$ cat config.mk
export PLATFORM = sky130hd
export DESIGN_NAME = rr_arb_4_grant
export DESIGN_NICKNAME = d
export VERILOG_FILES = /design/src/rtl/rr_arb_4_grant.sv
export SDC_FILE = /design/constraint.sdc
export NUM_CORES = 1
export LEC_CHECK = 0
export BUFFER_PORTS_ARGS = -buffer_cell sky130_fd_sc_hd__buf_2
export CAP_MARGIN = 10
export CORE_AREA = 2 2 39 41
export DETAILED_ROUTE_END_ITERATION = 12
export DIE_AREA = 0 0 41 43
export PLACE_DENSITY_LB_ADDON = 0.05
export SLEW_MARGIN = 40
export SYNTH_ARGS = -nofsm -noshare
export SYNTH_HDL_FRONTEND = slang
export SYNTH_SLANG_ARGS = --single-unit
$ cat constraint.sdc
create_clock -name clk -period 2.05 [get_ports clk]
set_clock_uncertainty 0.05 [all_clocks]
set_input_delay 0.41 -clock clk [delete_from_list [all_inputs] [get_ports clk]]
set_output_delay 0.41 -clock clk [all_outputs]
set_load 0.03 [all_outputs]
$ cat src/rtl/rr_arb_4_grant.sv
// rr_arb_4_grant: 4-requester round-robin arbiter with a registered grant index.
// The grant is held until the owner drops its request or en falls.
// Optional hold-timeout revoke is built when ARB_TIMEOUT_EN is defined.
module rr_arb_4_grant #(
  parameter int unsigned HOLD_MAX = 16,
  parameter int unsigned CNT_W    = 5
) (
  input  logic       clk,
  input  logic       rst_n,
  input  logic       en,
  input  logic [3:0] req,
  output logic [3:0] gnt,
  output logic [1:0] gnt_idx,
  output logic       gnt_vld,
  output logic       busy,
  output logic       to_pulse
);

  // The hold counter must be able to reach HOLD_MAX-1.
  if ((64'd1 << CNT_W) <= 64'(HOLD_MAX)) begin : g_cnt_w_check
    $error("rr_arb_4_grant: CNT_W too narrow for HOLD_MAX");
  end

  // Two-bit encoding so that stray values can be decoded back to IDLE.
  typedef enum logic [1:0] {
    IDLE  = 2'b00,
    GRANT = 2'b01
  } state_t;

  state_t     state;
  state_t     state_nxt;
  logic [1:0] idx_nxt;
  logic [1:0] ptr;
  logic [1:0] ptr_nxt;
  logic [1:0] win;
  logic       win_vld;

`ifdef ARB_TIMEOUT_EN
  logic [CNT_W-1:0] cnt;
  logic [CNT_W-1:0] cnt_nxt;
  logic             to_nxt;
`endif

  // Round-robin search: first requester at or after ptr, wrapping mod 4.
  always_comb begin
    logic [1:0] cand;
    cand    = '0;
    win     = '0;
    win_vld = 1'b0;
    for (int unsigned i = 0; i < 4; i++) begin
      cand = ptr + 2'(i);
      if (!win_vld && req[cand]) begin
        win     = cand;
        win_vld = 1'b1;
      end
    end
  end

  // Next-state logic: arbitrate in IDLE, hold or release in GRANT.
  always_comb begin
    state_nxt = state;
    idx_nxt   = gnt_idx;
    ptr_nxt   = ptr;
`ifdef ARB_TIMEOUT_EN
    cnt_nxt   = '0;
    to_nxt    = 1'b0;
`endif
    case (state)
      IDLE: begin
        idx_nxt = '0;
        if (en && win_vld) begin
          state_nxt = GRANT;
          idx_nxt   = win;
          ptr_nxt   = win + 2'd1;
        end
      end
      GRANT: begin
        if (!en || !req[gnt_idx]) begin
          state_nxt = IDLE;
          idx_nxt   = '0;
        end
`ifdef ARB_TIMEOUT_EN
        else if (cnt == CNT_W'(HOLD_MAX - 1)) begin
          state_nxt = IDLE;
          idx_nxt   = '0;
          to_nxt    = 1'b1;
        end else begin
          cnt_nxt = (cnt == '1) ? cnt : cnt + 1'b1;
        end
`endif
      end
      default: begin
        state_nxt = IDLE;
        idx_nxt   = '0;
      end
    endcase
  end

  // State, index and pointer registers.
  always_ff @(posedge clk or negedge rst_n) begin
    if (!rst_n) begin
      state   <= IDLE;
      gnt_idx <= '0;
      ptr     <= '0;
    end else begin
      state   <= state_nxt;
      gnt_idx <= idx_nxt;
      ptr     <= ptr_nxt;
    end
  end

`ifdef ARB_TIMEOUT_EN
  // Hold counter and one-cycle revoke pulse.
  always_ff @(posedge clk or negedge rst_n) begin
    if (!rst_n) begin
      cnt      <= '0;
      to_pulse <= 1'b0;
    end else begin
      cnt      <= cnt_nxt;
      to_pulse <= to_nxt;
    end
  end
`else
  assign to_pulse = 1'b0;
`endif

  // Outputs decoded purely from registered state and index.
  always_comb begin
    gnt_vld = (state == GRANT);
    busy    = gnt_vld;
    gnt     = '0;
    if (gnt_vld) gnt[gnt_idx] = 1'b1;
  end

endmodule
After elaboration in Yosys (flattened, before gate mapping)
Cells that the tools add are included.
Storage, ports and cells
  input bits: 7
  logic and storage cells: 56
  output and inout port bits: 9
  register bits: 6
Cells by class
  reduce and logical (&&, ||, !) cells: 14
  order comparisons: 6
  equality and inequality tests: 3
  add/sub/neg operators: 4
  mux-type cells: 26
Operators with widths (count)
  2-bit by 3-bit less-than comparator with 1-bit output, second input constant: 5
  2-bit 2-to-1 mux: 7
  1-bit binary-select mux with 2-bit select: 5
  1-bit 2-to-1 mux: 10
  2-bit case mux with 2 select lines: 2
  1-bit logical AND: 5
  1-bit logical NOT: 5
  2-bit by 1-bit adder with 2-bit output, second input constant: 2
  2-bit adder, second input constant: 2
  4-bit 2-to-1 mux: 1
  2-bit AND reduction: 2
  1-bit demux with 2-bit select: 1
  2-bit by 1-bit == test with 1-bit output, second input constant: 1
  2-bit by 1-bit >= comparator with 1-bit output, second input constant: 1
  2-bit logical NOT: 1
  2-bit by 1-bit inequality test with 1-bit output, second input constant: 1
  2-bit inequality test, second input constant: 1
  1-bit logical OR: 1

Longest topological paths before layout
  depth in word-level cells: 15
  gate-level depth with buffers: 5
  mapped depth without buffers: 5

Least setup slack after synthesis
No wires, ideal clock.
  path type: reg-to-output
  from: register gnt_idx[0]
  to: output gnt[0]
  path buffers: 1
  arrival: 1.413 ns
  slack: 0.177 ns
  data required time: 1.590 ns
  stages on the path, launching flop included: 3
  cells stage by stage: dfrtp_1 buf_2 nor3b_1
On the way
  longest elaborated chain between the ends: 5
  elaborated cells on any way between the ends: 6
  those cells by class: order compare: 2; mux: 3; reduce/logical: 1
RTL lines
  from (decl): line 13  | output logic [1:0] gnt_idx,
  from (signal assigned): line 107  | gnt_idx <= idx_nxt;
  2-bit by 3-bit less-than comparator with 1-bit output (implied by the code) or 2-bit by 1-bit >= comparator with 1-bit output (tied branches): line 132  | if (gnt_vld) gnt[gnt_idx] = 1'b1;
  1-bit logical AND (implied by the code): line 132
  1-bit 2-to-1 mux (implied by the code): line 132
  1-bit demux with 2-bit select (*): line 132
  4-bit 2-to-1 mux (*): line 132
  to (decl): line 12  | output logic [3:0] gnt,
Mark *: on every way between the ends. The rest lies on a longest branch, timed or not.

Worst setup path in the final report
  from: register state[0]
  to: output gnt[0]
On the way
  longest elaborated chain between the ends: 2
RTL lines
  from (decl): line 30  | state_t state;
  from (signal assigned): line 106  | state <= state_nxt;
  2-bit by 1-bit == test with 1-bit output: line 129  | gnt_vld = (state == GRANT);
  4-bit 2-to-1 mux: line 132
Every way passes these cells.

==> out/results.tsv <==
metric	value	unit
# diodes	0	
CTS H-tree depth	1	
Area Overhead vs Synth	28.7	%
IO buf count	14	
Sequential Power Share	35.1	%
most common cell after layout, fill and taps aside	buf_2	
root buffer cell	clkbuf_4	
Worst Setup Slack, final	0.457	ns
nets@finish	70	
Ys Warns	0	
die span in y	43	microns
Worst setup EP type	primary output	
vias per inst	4.71	
DR vias	367	
Remaining DRCs	0	
first-pass GRT wire length	1380	microns
largest net degree at the start of global routing	11	
Distinct cells, synth	24	
f_max	0.628	GHz
status	finished clean	
total power	0.000481	W
fin. max-slew vios	0	
XOR/XNOR Fraction of Synth Area	2.36	%
Min Clock Period, post-route	1.59	ns
syn avg cell area	8.05	sq um
final HPWL from detailed placement	678	microns
CTS hold repair buffers	1	
P_leak	0.251	nW
crit path max fanout	10	
Num CTS Buffers	3	
Critical-path top delay cell	dfrtp_1	
Reg clk slew, reported paths	0.04	ns
initial antenna violation count	0	
CP required	1.59	ns
CP startpoint kind	register	
Overflow after GRT	0	
Comb pwr share	40.9	%
Mapped Area	370	sq um
Avg WL per Cell	11.4	microns
I/O Pins	16	
Post-synth EDFFs	0	
post-synthesis adder-cell area fraction	0	%
total global routing track utilization	11.8	%
Post-Syn Instances	46	
Setup-failing EPs final	0	
crit path kind	reg -> out	
Hold WC Path Type	in -> reg	
Psw	0.000201	W
Hold Slack	0.363	ns
vias in the first global route	317	
die footprint	1760	sq um
P_int	0.000279	W
endpoints failing hold	0	
slowest cell delay on critical path	0.47	ns
Post-Place Cell Area	440	sq um
CTS sink cnt	5	
Pwr per Cell Area	1010	nW/um^2
syn nets	53	
Tcrit/Tclk final	77.7	%
Async S/R FF share, synth	100	%
Max clock buf depth	2	
RSZ-0062 raised after global routing	no	
CTS tree	built	
Placer Congestion	0.660	
die width	41	microns
clock power share	24.0	%
total negative slack	0	ns
Seq cells post-synth	5	
Synth Area in Compound Gates	22.6	%
site row count	14	
Final Cell Area	477	sq um
post-CTS setup buffers	0	
Critical Path, Cell by Cell	nor3b_1 > buf_2	
simple-gate area share of the yosys netlist	26.4	%
Resize count post-CTS	0	
Routed Antenna Nets	0	
layout cells sized above 1	29.0	%
Detailed Route Iter0 Violations	7	
largest family of logic cells by synthesized area	simple AND/OR/NAND/NOR gates	
1st-pass router iterations	4	
Initial Utilization	26.8	%
Top FF cell, synth	dfrtp_1	
maximum VDD drop	0.000333	V
wirelength, routed	890	microns
core area	1380	sq um
mux share of post-synthesis cell area	5.41	%
leading cell types in the layout, fill and taps excluded	buf_2, nor2_1, dfrtp_1	
maxcap violations	0	
CP arrival	1.13	ns
Switching Share	41.9	%
Seq/Total Area, Yosys	33.8	%
pre-CTS setup slack	0.463	ns
Clock Latency Late Sink	0.24	ns
==> final timing paths <==
| kind | start | end | slack (ns) | cells after the start |
|---|---|---|---|---|
| setup / recovery | state[0] | gnt[0] | 0.46 | 2 |
| hold / removal | en | gnt_idx[1] | 0.36 | 2 |
| setup reg to reg | ptr[1] | gnt_idx[1] | 0.57 | 5 |
| hold reg to reg | ptr[0] | ptr[0] | 0.54 | 2 |
| max in group asynchronous | rst_n | ptr[1] | 1.36 | 2 |
| min in group asynchronous | rst_n | gnt_idx[0] | 0.45 | 2 |
==> worst max-delay path: cells and delay by family (launching register included) <==
| family | cells | cell delay (ns) |
|---|---|---|
| simple gates | 1 | 0.20 |
| buf+inv | 1 | 0.22 |
| flops | 1 | 0.47 |
==> registers in the layout, indices dropped and copies added (netlist names) <==
signal / count
gnt_idx: 2
state: 1
ptr: 2
==> power by group through the flow <==
stage | Clock [W] | Sequential (W) | Combinational (W)
final | 0.000115 | 0.000169 | 0.000197
after CTS | 0.000117 | 0.000170 | 0.000199
after detailed placement | 0 | 0.000171 | 0.000196
after floorplan | 0 | 0.000174 | 0.000143
after global placement | 0 | 0.000172 | 0.000197
after global routing | 0.000127 | 0.000179 | 0.000219
==> cells by family after synthesis <==
| group | after synthesis |
|---|---|
| simple gates | 19 |
| compound gates | 12 |
| buf+inv | 6 |
| flops | 5 |
| mux | 2 |
| xor+xnor | 1 |
| other cells | 1 |
==> through the flow <==
step / util, % / instances
CTS: 34.4 / 78
finish: 34.4 / 78
floorplan: - / 46
global route: 34.4 / 78
global placement: 31.8 / 73
detailed placement: 31.8 / 73
==> metal layers <==
layer	part of all wire (%)	GRT usage, %	up-vias	routed length, microns
met1	52	17.0	160	466
met4	0	8.00	0	0
met2	40	13.8	15	355
met3	7.6	4.71	0	68
li1	-	-	192	-
met5	0	0	-	0
==> area by class of cell <==
| cell class | count | area, sq um |
|---|---|---|
| Fill cell | 169 | 907 |
| Multi-Input combinational cell | 35 | 214 |
| Sequential cell | 5 | 125 |
| Timing Repair Buffer | 15 | 80.1 |
| Clock buffer | 4 | 26.3 |
| Tap cell | 16 | 20.0 |
| Inverter | 3 | 11.3 |
==> Yosys cell counts, types with 2 or more instances <==
library cell	n	area share, %
inv_1	3	3.0
and2_1	2	3.4
nor2b_1	2	3.4
nor2_1	6	6.1
a21oi_1	4	5.4
o22ai_1	2	3.4
mux2i_1	2	5.4
dfrtp_1	5	34
nand2_1	4	4.1
buf_4	2	4.1
No activity file was read; power rests on OpenSTA's default activity.
